File: src/rtl/seq_mul_unit.sv
// Multicycle shift-add multiplier for MUL, UMULL and SMULL.
// Retires STEP multiplier bits per CALC cycle and fixes the sign once at the end.
module seq_mul_unit #(
    parameter int WIDTH = 32,
    parameter int STEP  = 1
) (
    input  logic             clk,
    input  logic             reset,
    input  logic             start,
    input  logic [2:0]       op,
    input  logic [WIDTH-1:0] a,
    input  logic [WIDTH-1:0] b,
    output logic             busy,
    output logic             done,
    output logic [WIDTH-1:0] result_lo,
    output logic [WIDTH-1:0] result_hi,
    output logic             long_out,
    output logic             flag_n,
    output logic             flag_z,
    output logic             illegal
);

    localparam int ITERS = WIDTH / STEP;
    localparam int CW    = $clog2(ITERS + 1);
    localparam logic [CW-1:0] ITERS_CNT = CW'(ITERS);
    localparam logic [2:0] OP_MUL   = 3'b101;
    localparam logic [2:0] OP_UMULL = 3'b110;
    localparam logic [2:0] OP_SMULL = 3'b111;

    typedef enum logic [1:0] {S_IDLE, S_CALC, S_FIX, S_DONE} state_t;

    state_t             state, state_next;
    logic [2*WIDTH-1:0] acc, mcand, partial, fixed;
    logic [WIDTH-1:0]   mplier, a_mag, b_mag;
    logic [CW-1:0]      count;
    logic               neg, long_q;
    logic               op_legal, accept;

    assign op_legal = (op == OP_MUL) || (op == OP_UMULL) || (op == OP_SMULL);
    assign accept   = (state == S_IDLE) && start;
    assign busy     = (state != S_IDLE);
    assign done     = (state == S_DONE);

    // Signed operands become magnitudes; |most negative| reads as unsigned 2^(W-1).
    assign a_mag = ((op == OP_SMULL) && a[WIDTH-1]) ? -a : a;
    assign b_mag = ((op == OP_SMULL) && b[WIDTH-1]) ? -b : b;
    assign fixed = neg ? -acc : acc;

    // NOTE: every variable written here gets a default first, so no latch is inferred.
    always_comb begin
        partial = '0;
        for (int j = 0; j < STEP; j++) begin
            if (mplier[j]) partial = partial + (mcand << j);
        end
    end

    always_ff @(posedge clk or negedge reset) begin
        if (!reset) state <= S_IDLE;
        else        state <= state_next;
    end

    always_comb begin
        state_next = state;
        case (state)
            S_IDLE:  if (start) state_next = op_legal ? S_CALC : S_DONE;
            S_CALC:  if (count == CW'(1)) state_next = S_FIX;
            S_FIX:   state_next = S_DONE;
            S_DONE:  state_next = S_IDLE;
            default: state_next = S_IDLE;
        endcase
    end

    // NOTE: sequential state uses non-blocking assignments so all registers update together.
    always_ff @(posedge clk or negedge reset) begin
        if (!reset) begin
            acc       <= '0;
            mcand     <= '0;
            mplier    <= '0;
            count     <= '0;
            neg       <= 1'b0;
            long_q    <= 1'b0;
            result_lo <= '0;
            result_hi <= '0;
            long_out  <= 1'b0;
            flag_n    <= 1'b0;
            flag_z    <= 1'b0;
            illegal   <= 1'b0;
        end else begin
            if (accept) begin
                mcand   <= {{WIDTH{1'b0}}, a_mag};
                mplier  <= b_mag;
                acc     <= '0;
                count   <= ITERS_CNT;
                neg     <= (op == OP_SMULL) && (a[WIDTH-1] ^ b[WIDTH-1]);
                long_q  <= (op == OP_UMULL) || (op == OP_SMULL);
                illegal <= !op_legal;
                // An illegal request enters DONE on this edge with zeroed results.
                if (!op_legal) begin
                    result_lo <= '0;
                    result_hi <= '0;
                    long_out  <= 1'b0;
                    flag_n    <= 1'b0;
                    flag_z    <= 1'b0;
                end
            end

            if (state == S_CALC) begin
                acc    <= acc + partial;
                mcand  <= mcand << STEP;
                mplier <= mplier >> STEP;
                count  <= count - CW'(1);
            end

            if (state == S_FIX) begin
                acc <= fixed;
                if (long_q) begin
                    result_hi <= fixed[2*WIDTH-1:WIDTH];
                    result_lo <= fixed[WIDTH-1:0];
                    long_out  <= 1'b1;
                    flag_n    <= fixed[2*WIDTH-1];
                    flag_z    <= (fixed == '0);
                end else begin
                    result_hi <= '0;
                    result_lo <= fixed[WIDTH-1:0];
                    long_out  <= 1'b0;
                    flag_n    <= fixed[WIDTH-1];
                    flag_z    <= (fixed[WIDTH-1:0] == '0);
                end
            end
        end
    end

endmodule

File: config.mk
export PLATFORM = sky130hd
export DESIGN_NAME = seq_mul_unit
export DESIGN_NICKNAME = d
export VERILOG_FILES = /design/src/rtl/seq_mul_unit.sv
export SDC_FILE = /design/constraint.sdc
export NUM_CORES = 1
export LEC_CHECK = 0
export ABC_AREA = 1
export BUFFER_PORTS_ARGS = -buffer_cell sky130_fd_sc_hd__buf_2
export CELL_PAD_IN_SITES_DETAIL_PLACEMENT = 0
export CELL_PAD_IN_SITES_GLOBAL_PLACEMENT = 1
export CORE_MARGIN = 5
export CORE_UTILIZATION = 48
export DETAILED_ROUTE_END_ITERATION = 10
export PLACE_DENSITY = 0.91
export SLEW_MARGIN = 10
export SYNTH_ARGS = -nofsm -noshare
export SYNTH_HDL_FRONTEND = slang
export SYNTH_SLANG_ARGS = --single-unit
File: constraint.sdc
create_clock -name clk -period 6.6 [get_ports clk]
set_clock_uncertainty 0.15 [all_clocks]
set_input_delay 0.66 -clock clk [delete_from_list [all_inputs] [get_ports clk]]
set_output_delay 0.66 -clock clk [all_outputs]
set_load 0.05 [all_outputs]
==> impl_metrics.toml <==
[worst_setup_path]
cp.arrival_ns = 3.92
cp-end-kind = "flop"
crit_type = "flop to flop"
cp_cell_sequence = "buf_4, nand2_1, inv_1, ha_1, inv_1, fa_1, inv_1, nand2_1, a21oi_2, nand2_1, nand2_1, nand3_1, nand2_1, nand2_1, nand3_1, nand2_1, nand2_1, nand3_1, nand3_1, nand2_1, o21ai_0"
critical_path.max_fanout = 64
crit_buf_inv = 4
crit_slowest_cell = "buf_4"
ff2ff_setup_slack_ns = 3.01
cpLargestDelayFamily = "simple AND/OR/NAND/NOR gates"
cp-start-kind = "flop"
worstPathRequired_ns = 6.93
cpMostUsedCell = "nand2_1"
slowest_delay_ns = 0.50

[clock_network]
numCtsBuffers = 28
postCtsSetupBuffers = 0
htree_levels = 1
ctsResizeCount = 0
path_clk_slew_ns = 0.06
cts_sinks = 238
cts-root-buf = "clkbuf_16"
ctsHoldBuffers = 0
clock_latency_ns = 0.57
clockBufferDepth = 3
cts_tree = "done"

[timing]
setup_viol_count_final = 0
fin_tns_setup_ns = 0
post-route-min-period_ns = 3.589
final_hold_viol_count = 0
fin_crit_sh_pct = 54.38
timing.slew.headroom_pct = 22.53
fmaxAchievable_ghz = 0.2786
worst_slew_pin_slew_ns = 1.162
slew_viol_final = 0
rsz0062_at_grt = "no"

[drt]
wl_per_cell_um = 18.50
vias = 18523
via_per_inst = 5.516
ant_nets = 0
routed_wl_um = 62140
firstDrtPassIters = 5
drt_iter0_drc = 1619
post-route-drc-count = 0

[synth]
synth_area_um2 = 18320
synth_flop_cell = "dfrtp_1"
synth_top_area_share_pct = 32.51
yosys.area.top_type = "dfrtp_1"
synth.most_common_cell = "nand2_1"
ys_async_sr_fraction_pct = 100.0
synth_edf_count = 0
synth_seq_cells = 238
synth_cell_types = 56
ys_warn_count = 0
synth_fp_nets = 2863
synthCells = 2718
ys_seq_area_share_pct = 32.51
synth_area_leaders = "dfrtp_1 33%, nand2_1 16%, inv_1 7.2%, nor2_1 6.6%, ha_1 5.1%"
synthTopCellsByCount = "759 x nand2_1, 353 x inv_1, 322 x nor2_1"
syn_avg_cell_area_um2 = 6.740

[floorplanning]
die_x_um = 205.4
die_h_um = 205.4
die_area_um2 = 42170
floorplan.rows = 71
initial_core_util_pct = 48.63
boundaryPins = 140
core_area_um2 = 37670

[place]
port-buffer-count = 139
place_hpwl_um = 49470
gp_congestion = 1.006

[pwr]
clockPowerShare_pct = 18.0
total_leakage_power_nw = 10.30
internal_power_mw = 4.480
p_sw_share_pct = 51.99
total_power_mw = 9.332
comb_power_share_pct = 54.7
powerDensity_nw_per_um2 = 455.7
max-vdd-ir-drop_mv = 0.3157
p_sw_mw = 4.852
seqPwrFrac_pct = 27.3

[outcome]
status = "finished, final reports clean"

[job]
maxCapViolCount = 0

[layout]
antenna_cells = 0
layout-drive-gt1-share_pct = 10.40
multi_input_area_um2 = 10700
layout.area.seq_um2 = 5958
fill_cells = 3924
area_growth_pct = 11.78
final_nets = 2970

[worst_hold_path]
min_path_type = "input pin to async pin"

[global_route]
antenna_found_initial = 1
overflow = 0
track_usage_pct = 29.47
grt_pass1_wl_um = 98340
grt_max_degree = 120
first_global_vias = 17768
## routing by layer
layer	global-route usage [%]	wire length (um)
met1	44.37	29130
met2	43.57	25820
met3	4.697	5295
met4	8.876	1890
met5	0	0
## sequential cells by signal, indices dropped and copies added, names as in the netlist
signal and flops:
mplier 32, illegal 1, state 2, long_q 1, mcand 64, flag_z 1, result_hi 32, acc 64
long_out 1, result_lo 32, count 6, neg 1, flag_n 1
## logic make-up after synthesis
kind of cell | synth area share (%)
fa+ha+maj | 5.164
mux | 0.1161
buf+inv | 9.173
simple gates | 31.51
flops | 32.51
compound gates | 17.94
xor+xnor | 3.586
## final timing paths
path / end / cells past startpoint / start
worst max-delay path: acc[62] / 21 / mplier[0]
worst min-delay path: result_lo[4] / 1 / reset
worst max register to register: acc[62] / 21 / mplier[0]
worst min register to register: result_lo[1] / 2 / result_lo[1]
max in group asynchronous: acc[61] / 2 / reset
min in group clk: mcand[31] / 3 / a[31]
## stage by stage
| stage | setup WS, ns | cells | instance area, um2 | utilization (%) | hold slack, ns |
|---|---|---|---|---|---|
| final | 3.011 | 3358 | 20480 | 54.36 | 0.03210 |
| after global placement | 3.124 | 3306 | 19470 | 51.69 | 0.3012 |
| after detailed placement | 3.043 | 3306 | 19470 | 51.69 | 0.3099 |
| after floorplan | 3.579 | 2718 | 18320 | - | 0.2144 |
| after CTS | 3.028 | 3358 | 20480 | 54.36 | 0.06051 |
| after global routing | 2.655 | 3358 | 20480 | 54.36 | 0.1137 |
## worst reg2reg max path, cell delays in order, from the launching register on
cell and delay [ns]:
dfrtp_2 0.36, buf_4 0.50, nand2_1 0.15, inv_1 0.07, ha_1 0.16, inv_1 0.06, fa_1 0.36, inv_1 0.08
nand2_1 0.08, a21oi_2 0.21, nand2_1 0.08, nand2_1 0.13, nand3_1 0.08, nand2_1 0.12, nand2_1 0.07, nand3_1 0.17
nand2_1 0.07, nand2_1 0.18, nand3_1 0.13, nand3_1 0.09, nand2_1 0.05, o21ai_0 0.18
## cell type report
type | count | share of cell area, %
Clock buffer | 36 | 3.917
Clock inverter | 16 | 1.008
Inverter | 357 | 6.544
Multi-Input combinational cell | 2044 | 52.24
Sequential cell | 238 | 29.10
Tap cell | 511 | 3.122
Timing Repair Buffer | 156 | 4.069
## power by group through the flow
stage	clock, mW	sequential [mW]	combinational [mW]
after floorplan	0	2.84	3.25
after global placement	0	2.53	4.99
after detailed placement	0	2.55	5.05
after CTS	1.71	2.52	5.07
after global routing	1.78	2.60	5.66
final	1.68	2.55	5.11
## cells in the final DEF, fill, tap and decap left out, types with 5 or more instances in the layout
cell        synthesis  final
o21ai_0           127    127
o211ai_1           35     35
nand4_1            17     17
a31oi_1            16     16
o311ai_0            6      6
nor3_1             33     33
nor2_1            322    321
inv_1             353    351
clkbuf_8            2      5
buf_4               0     17
ha_1               74     73
o21a_1             11     11
o221ai_1           39     39
o22ai_1            41     41
nand3_2             5      5
nand2_1           759    759
nor4_1             10     10
clkinvlp_4          0      5
nor2_4              7      9
o21bai_1           16     16
dfrtp_1           238    236
clkbuf_16           0     29
o21ai_1            10     10
or2_2              17     17
a21o_1             17     17
a32o_1             26     26
a22oi_1            20     20
nand3b_1            9      9
nand3_1           142    142
xnor2_1            22     22
nor2_2             24     23
nand2_2            14     14
xor2_1             53     53
buf_2               1    138
a21oi_1           137    137
(Power assumes the default switching activity.)
